## src/rtl/fp_sub_pkg.sv

```systemverilog
// Shared types and constants for the multi-cycle single-precision subtractor.
package fp_sub_pkg;
  localparam int EXP_W  = 8;
  localparam int FRAC_W = 23;
  localparam int MEXT_W = 25;
  localparam int MAX_SH = 25;
  localparam logic [EXP_W-1:0] EXP_MAX = 8'd254;
  localparam logic [EXP_W-1:0] EXP_INF = 8'hFF;
  localparam logic [31:0] POS_ZERO = 32'h0000_0000;
  localparam logic [31:0] POS_INF  = 32'h7F80_0000;

  typedef enum logic [2:0] {
    S_IDLE,
    S_ALIGN,
    S_ADD,
    S_NORM,
    S_DONE
  } state_t;
endpackage

```

## src/rtl/fp_operand_unpack.sv

```systemverilog
// Splits an IEEE-754 single into sign, exponent, extended mantissa and zero flag.
module fp_operand_unpack
  import fp_sub_pkg::*;
(
  input  logic [31:0]       op,
  output logic              sign,
  output logic [EXP_W-1:0]  exp,
  output logic [MEXT_W-1:0] mant,
  output logic              zero
);
  // Denormals are flushed: exponent 0 is treated as an exact zero.
  assign sign = op[31];
  assign exp  = op[30:23];
  assign zero = (op[30:23] == '0);
  assign mant = zero ? '0 : {2'b01, op[FRAC_W-1:0]};
endmodule

```

## src/rtl/fp_subtractor_multi_cycle.sv

```systemverilog
// Multi-cycle a - b: aligns one bit per cycle, adds magnitudes, normalizes one bit per cycle.
module fp_subtractor_multi_cycle
  import fp_sub_pkg::*;
(
  input  logic        clk,
  input  logic        rst_n,
  input  logic        in_valid,
  output logic        in_ready,
  input  logic [31:0] a,
  input  logic [31:0] b,
  output logic        out_valid,
  input  logic        out_ready,
  output logic [31:0] res
);
  state_t              state;
  logic                sa, sb, sign, shift_a;
  logic [MEXT_W-1:0]   ma, mb, m;
  logic [EXP_W-1:0]    ex;
  logic [4:0]          cnt;

  logic                a_sign, b_sign, a_zero, b_zero;
  logic [EXP_W-1:0]    a_exp, b_exp;
  logic [MEXT_W-1:0]   a_mant, b_mant;

  logic [EXP_W-1:0]    cap_ex;
  logic [4:0]          cap_cnt;
  logic                cap_shift_a;
  logic [MEXT_W-1:0]   mag_sum, mag_diff;

  fp_operand_unpack u_unpack_a (.op(a), .sign(a_sign), .exp(a_exp), .mant(a_mant), .zero(a_zero));
  fp_operand_unpack u_unpack_b (.op(b), .sign(b_sign), .exp(b_exp), .mant(b_mant), .zero(b_zero));

  function automatic logic [4:0] sat_shift(input logic [EXP_W-1:0] d);
    return (d > EXP_W'(MAX_SH)) ? 5'(MAX_SH) : d[4:0];
  endfunction

  // A zero operand needs no alignment; the result takes the other exponent.
  always_comb begin
    cap_ex      = a_exp;
    cap_cnt     = '0;
    cap_shift_a = 1'b0;
    if (a_zero || b_zero) begin
      cap_ex      = a_zero ? b_exp : a_exp;
      cap_shift_a = a_zero;
    end else if (a_exp >= b_exp) begin
      cap_cnt = sat_shift(a_exp - b_exp);
    end else begin
      cap_ex      = b_exp;
      cap_shift_a = 1'b1;
      cap_cnt     = sat_shift(b_exp - a_exp);
    end
  end

  // Both mantissas are below 2^24, so the sum fits in the extended width.
  assign mag_sum  = ma + mb;
  assign mag_diff = (ma >= mb) ? (ma - mb) : (mb - ma);

  always_ff @(posedge clk or negedge rst_n) begin
    if (!rst_n) begin
      state     <= S_IDLE;
      in_ready  <= 1'b1;
      out_valid <= 1'b0;
      res       <= POS_ZERO;
      sa        <= 1'b0;
      sb        <= 1'b0;
      sign      <= 1'b0;
      shift_a   <= 1'b0;
      ma        <= '0;
      mb        <= '0;
      m         <= '0;
      ex        <= '0;
      cnt       <= '0;
    end else begin
      case (state)
        S_IDLE: begin
          if (in_valid && in_ready) begin
            sa       <= a_sign;
            sb       <= ~b_sign;
            ma       <= a_mant;
            mb       <= b_mant;
            ex       <= cap_ex;
            cnt      <= cap_cnt;
            shift_a  <= cap_shift_a;
            in_ready <= 1'b0;
            state    <= S_ALIGN;
          end
        end
        S_ALIGN: begin
          if (cnt == '0) begin
            state <= S_ADD;
          end else begin
            if (shift_a) ma <= ma >> 1;
            else         mb <= mb >> 1;
            cnt <= cnt - 5'd1;
          end
        end
        S_ADD: begin
          if (sa == sb) begin
            m    <= mag_sum;
            sign <= sa;
          end else begin
            m    <= mag_diff;
            sign <= (ma == mb) ? 1'b0 : ((ma > mb) ? sa : sb);
          end
          state <= S_NORM;
        end
        S_NORM: begin
          // Exact cancellation and underflow both produce +0.
          if (m == '0) begin
            sign  <= 1'b0;
            ex    <= '0;
            state <= S_DONE;
          end else if (m[MEXT_W-1]) begin
            if (ex == EXP_MAX) begin
              ex <= EXP_INF;
              m  <= '0;
            end else begin
              ex <= ex + 8'd1;
              m  <= m >> 1;
            end
            state <= S_DONE;
          end else if (m[FRAC_W]) begin
            state <= S_DONE;
          end else if (ex == 8'd1) begin
            sign  <= 1'b0;
            ex    <= '0;
            m     <= '0;
            state <= S_DONE;
          end else begin
            m  <= m << 1;
            ex <= ex - 8'd1;
          end
        end
        S_DONE: begin
          if (!out_valid) begin
            out_valid <= 1'b1;
            res       <= {sign, ex, m[FRAC_W-1:0]};
          end else if (out_ready) begin
            out_valid <= 1'b0;
            in_ready  <= 1'b1;
            state     <= S_IDLE;
          end
        end
        default: begin
          state    <= S_IDLE;
          in_ready <= 1'b1;
        end
      endcase
    end
  end
endmodule

```

## config.mk

```make
export PLATFORM = sky130hd
export DESIGN_NAME = fp_subtractor_multi_cycle
export DESIGN_NICKNAME = d
export VERILOG_FILES = /design/src/rtl/fp_sub_pkg.sv /design/src/rtl/fp_operand_unpack.sv /design/src/rtl/fp_subtractor_multi_cycle.sv
export SDC_FILE = /design/constraint.sdc
export NUM_CORES = 1
export LEC_CHECK = 0
export CAP_MARGIN = 25
export CORE_MARGIN = 3
export CORE_UTILIZATION = 60
export DETAILED_ROUTE_END_ITERATION = 10
export PLACE_DENSITY = 0.83
export RECOVER_POWER = 100
export SLEW_MARGIN = 10
export SYNTH_ARGS = -nofsm -noshare
export SYNTH_HDL_FRONTEND = slang
export SYNTH_SLANG_ARGS = --single-unit
```

## constraint.sdc

```tcl
create_clock -name clk -period 7.3 [get_ports clk]
set_input_delay 1.825 -clock clk [delete_from_list [all_inputs] [get_ports clk]]
set_output_delay 1.825 -clock clk [all_outputs]
set_load 0.05 [all_outputs]
```

# After elaboration in Yosys (flattened, before gate mapping)
# Cells that the tools add are included.
word_totals:
  input_bits: 68
  output_inout_bits: 34
  elab_cells: 134
  reg_bits: 129
classes:
  muxes: 60
  eq_ne: 22
  bitwise: 3
  add_sub_neg: 8
  reduce_logical: 22
  magnitude_cmp: 5
ops:
  columns: ["cell", "count"]
  rows:
  - ["$mux 25", 10]
  - ["$pmux 25 s2", 3]
  - ["$mux 24", 5]
  - ["$mux 8", 9]
  - ["$sub 25x25->25", 2]
  - ["$mux 5", 6]
  - ["$add 25x25->25", 1]
  - ["$eq 25x25->1", 1]
  - ["$ge 25x25->1", 1]
  - ["$gt 25x25->1", 1]
  - ["$logic_not 25->1", 1]
  - ["$mux 3", 8]
  - ["$gt 8x5->1 const B", 2]
  - ["$logic_not 8->1", 2]
  - ["$ne 2x2->1 const B", 8]
  - ["$pmux 8 s2", 1]
  - ["$reduce_and 4->1", 4]
  - ["$sub 8x8->8", 2]
  - ["$pmux 3 s5", 1]
  - ["$mux 1", 14]
  - ["$ne 3x3->1 const B", 4]
  - ["$pmux 5 s2", 1]
  - ["$reduce_and 3->1", 3]
  - ["$add 8x1->8 const B", 1]
  - ["22 further kinds", 29]

# Depth between registers and ports, before layout
logic_depth:
  ltp_word: 7
  ltp_mapped: 17
  mapped_depth_nobuf: 14

# Modules after synthesis
# A second synthesis with hierarchy kept.
unflattened:
  cells_unflattened: 1451
  hier_area_um2: 11554.8
modules_own_cells:
  columns: ["mod", "cells_per_inst", "n_inst", "seq_area_each_um2", "area_per_inst_um2"]
  rows:
  - ["fp_subtractor_multi_cycle", 1367, 1, 3229.3, 10839.1]
  - ["fp_operand_unpack", 42, 2, 0.0, 357.8]

# Worst setup path after synthesis
# OpenSTA, ideal clock, no wires.
synth_path:
  path_kind: "input to register"
  from: "in a[24]"
  to: "reg cnt[0]"
  t_arrival_ps: 4260
  setup_time_ps: 135
  slack_ps: 2905
  cell_stages: 14
  cell_sequence: "inv_1 ha_1 nor2b_1 o21ai_0 nand2_1 a221oi_2 xnor2_1 or3_1 or3_1 clkbuf_1 nand2_1 nand2_1 a221oi_1 a21oi_1"
synth_between:
  elab_chain_len: 7
  word_cells_on_any_way: 13
synth_rtl:
  columns: ["item", "line", "text"]
  rows:
  - ["from (decl)", "fp_subtractor_multi_cycle.sv:9", "input logic [31:0] a,"]
  - ["$sub 8x8->8, on equally long branches", "fp_subtractor_multi_cycle.sv:50, fp_subtractor_multi_cycle.sv:46", null]
  - ["$gt 8x5->1", "fp_subtractor_multi_cycle.sv:34", "return (d > EXP_W'(MAX_SH)) ? 5'(MAX_SH) : d[4:0];"]
  - ["$mux 5", "fp_subtractor_multi_cycle.sv:34", null]
  - ["$mux 5", "fp_subtractor_multi_cycle.sv:45", "end else if (a_exp >= b_exp) begin"]
  - ["$mux 5 *", "fp_subtractor_multi_cycle.sv:42", "if (a_zero || b_zero) begin"]
  - ["$mux 5 *", "fp_subtractor_multi_cycle.sv:76", "if (in_valid && in_ready) begin"]
  - ["$pmux 5 s2 *", "fp_subtractor_multi_cycle.sv:74", "case (state)"]
  - ["to (signal assigned)", "fp_subtractor_multi_cycle.sv:82", "cnt <= cap_cnt;"]
  - ["to (signal assigned)", "fp_subtractor_multi_cycle.sv:94", "cnt <= cnt - 5'd1;"]
  - ["to (decl)", "fp_subtractor_multi_cycle.sv:19", "logic [4:0] cnt;"]
# Mark *: on every way between the ends. The rest lies on a longest branch, timed or not. The select of a mux whose other input is x is not followed.
# A chain may end at the register's enable or synchronous reset.

==> summary by stage <==
Synth
The library cell with the largest summed area after synthesis is sky130_fd_sc_hd__dfrtp_1. Sorting the synthesized cells by area gives the leading types as sky130_fd_sc_hd__dfrtp_1 29%, sky130_fd_sc_hd__ha_1 11%, sky130_fd_sc_hd__nor2_1 4.8%, sky130_fd_sc_hd__a21oi_1 4.4%, sky130_fd_sc_hd__nand2_1 4.3%. The count of state elements after synthesis is approximately 130.

The share of flip-flops with an asynchronous set or reset is 1.000. The number of different library cells in the post-synthesis netlist is slightly below 80. Yosys mapped a number of flops with a built-in enable equal to 0. The portion of the post-synthesis area used by sequential elements is 0.2945. The area of the mapped netlist is between 10000 and 15000 sq um. For this run, the leading register cell type out of synthesis is sky130_fd_sc_hd__dfrtp_1. The share of synthesized area in the top cell type comes to 0.2921.

During synthesis, Yosys emitted a total of 0 warnings. The most common cell in the synthesized netlist is sky130_fd_sc_hd__nor2_1. A synthesized cell averages 8.026 sq um. The commonest cells after synthesis are 138 x sky130_fd_sc_hd__nor2_1, 126 x sky130_fd_sc_hd__dfrtp_1, 123 x sky130_fd_sc_hd__nand2_1.

The number of nets handed over by synthesis was 1513. Synthesis produced a netlist whose cell count is approximately 1300.

Die
The number of ports placed on the die boundary is just over 100. The starting utilization of the core area is 0.6177. The initialized floorplan defines 48 standard-cell rows. In this run the standard cell core region covers 17480 sq um. In this run the horizontal extent of the chip is between 100 and 150 um.

The die covers ~20000 sq um. The height of the chip is ~140 um.

GRT
The number of global-route vias before repair is approximately 9700. After global routing the overflow that remains totals 0. The initial antenna violation count is 0. Entering global routing, the biggest net connects slightly above 70 pins. The first-pass GRT wire length is around 50000 um. The global-route total usage across every layer is 0.3149.

Timing
In the finished design, the share of the clock period the worst path needs comes to 0.7404. The final number of max-transition violations is 210. Setup repair after global routing left no endpoint under its margin. The count of final hold-check violations is 0. For this run, the top clock speed supported by timing is around 0.19 GHz. The final critical delay including setup and external delays is around 5.4 ns. The transition time at the pin with the least slew margin is about 3.1 ns. The total setup violations reported at the end of the flow is 0. The clock tree skew after final layout is 0.01454 ns. The slack of the critical path is approximately 1.9 ns.

The summed negative setup slack over all endpoints is 0 ns. In this run the tightest slew margin relative to its limit is -1.085.

Outcome
The run finished, with violations left. The final reports fail on capacitance limit, slew limit.

Clock network
The clock latency reported for the late side of the worst-skew pair is between 0.4 and 0.5 ns. The clock net in this run drives a total of ~130 sinks. TritonCTS built the clock tree. Clock tree synthesis inserted a total of 17 buffers. After clock tree synthesis, the clock-pin slew on the worst setup and hold paths is ~0.060 ns.

The clock passes through at most 2 buffers. The number of hold buffers added after CTS was 0. The maximum level of the CTS H-tree is 4. After clock tree synthesis, the repair step resized 0 gates. The number of setup buffers added after CTS is 0.

The tree is rooted in a sky130_fd_sc_hd__clkbuf_16.

Setup path
Counting both buffers and inverters, the worst setup path holds a total of 2. The category of the worst setup path capture point is an async pin. The endpoint of the lowest-slack register-to-register path is m[19]. Across all register-to-register paths, the minimum setup slack is approximately 2.0 ns.

The classification of the worst setup path is in -> async. For the worst setup path, the data required time is between 7 and 8 ns. In this run the worst path has a maximum fanout of 70. STA classifies the critical path startpoint as an input pin.

The cell class contributing the biggest share of worst-path delay is buffers and inverters. The beginning of the worst register-to-register path is ma[1]. The cell at the slowest stage of the critical path is sky130_fd_sc_hd__clkbuf_1. On the worst path, the slowest cell contributes a delay of 2.16 ns. For the worst setup path, the data arrival time is ~5.6 ns. Traced cell by cell, the critical path runs through clkbuf_1 > clkbuf_2. The worst-case reg-to-reg path depth is 14.

Layout
For this run, the share of the core covered by cells in the final layout is 0.7141. The area growth from synthesis to layout is 15.61%. The layout has around 1400 filler cells. The fraction of layout cells with a size suffix above 1 is 0.06662. After the last flow step, the layout net total stands at approximately 1600. Summing all multi-input logic gate instances after layout gives between 6000 and 7000 sq um.

The register cell area after layout is 3179 sq um. The antenna diode count is 0.

Drt
The sum of routed wire length over all layers is ~31000 um. Dividing the detail-routed via count by the number of cells gives 6.421. The first TritonRoute pass finished after 5 iterations.

Dividing the detail-routed wire length by the instance count gives around 19 um. After detailed routing, the number of remaining DRC violations is 0. The vias after detailed routing is 10505.

In this run the remaining antenna-violating nets after routing total 0. After the first detailed-routing iteration, the DRC count stood at 1234.

Min path
For hold timing, the worst endpoint is sign. The startpoint of the most critical hold path is sign. The type of the tightest min-delay check is reg -> reg.

Along the worst hold path, the cell count comes to 1.

Placed design
The congestion estimate from routability-driven global placement came to between 0.9 and 1. Timing analysis after detailed placement gives a worst setup slack of approximately 1.9 ns. The HPWL after detailed placement is ~23000 um. The total of buffers placed on input and output ports is around 100.

Job
The number of maximum-capacitance violations is 4.
per-stage QoR:
| step | area, sq um | std cells | hold slack [ns] |
|---|---|---|---|
| 6_report | 12480 | 1636 | 0.4956 |
| 5_1_grt | 12480 | 1636 | 0.5069 |
| 4_1_cts | 12520 | 1634 | 0.4948 |
| 3_5_place_dp | 11890 | 1603 | 0.4629 |
| 3_3_place_gp | 11870 | 1602 | 0.4625 |
| 2_1_floorplan | 10800 | 1345 | 0.4437 |
layout by cell type (no fill, tap or decap), types with 27 or more instances in the layout:
cell type and instances:
sky130_fd_sc_hd__dlygate4sd3_1 38, sky130_fd_sc_hd__nand3_1 58, sky130_fd_sc_hd__dfrtp_1 126, sky130_fd_sc_hd__xnor2_1 27, sky130_fd_sc_hd__nand2_1 123, sky130_fd_sc_hd__inv_1 109
sky130_fd_sc_hd__a21oi_1 95, sky130_fd_sc_hd__ha_1 95, sky130_fd_sc_hd__o21ai_0 80, sky130_fd_sc_hd__mux2_2 35, sky130_fd_sc_hd__a31oi_1 60, sky130_fd_sc_hd__clkdlybuf4s50_1 62
sky130_fd_sc_hd__nor2_1 137
routing by layer:
metal,vias up,track usage,share of wire
met4,0,0.08108,0.015
li1,4956,-,-
met2,539,0.4469,0.43
met3,41,0.06521,0.094
met1,4969,0.4886,0.47
met5,-,0,0
sequential cells by signal, summed over array words and instances (netlist names), 3 cells and up:
register and flops:
cnt 5, m 25, ex 8, mb 24
res 32, state 3, ma 24
cell families (layout without fill, tap and decap cells):
logic type,count (synthesis),after routing,synth area share
buffers and inverters,192,258,0.07093
AND/OR/NAND/NOR,432,432,0.1845
AO/OA/AOI/OAI,410,410,0.2520
flip-flops,127,127,0.2945
adder cells (fa/ha/maj),100,100,0.1194
multiplexers,46,46,0.04787
XOR/XNOR,38,38,0.03083
worst max path at each step:
| stage | start | endpoint | slack [ns] | cells after the start |
|---|---|---|---|---|
| finish | rst_n | res[5] | 1.89 | 2 |
| global route | rst_n | mb[2] | 1.06 | 2 |
| CTS | a[24] | cnt[0] | 2.37 | 14 |
| detailed placement | a[24] | cnt[0] | 1.93 | 14 |
| global placement | a[24] | cnt[0] | 1.97 | 14 |
| floorplan | a[24] | cnt[0] | 2.91 | 14 |
layout make-up:
type / instances / share of cell area
Multi-Input combinational cell: 1026 / 0.5504
Sequential cell: 127 / 0.2547
Timing Repair Buffer: 118 / 0.08902
Clock buffer: 21 / 0.03769
Inverter: 109 / 0.03278
Tap cell: 225 / 0.02256
Clock inverter: 10 / 0.01283
Power is not shown: default switching activity piles up to over one toggle a cycle in this logic, so the estimate is an artifact.
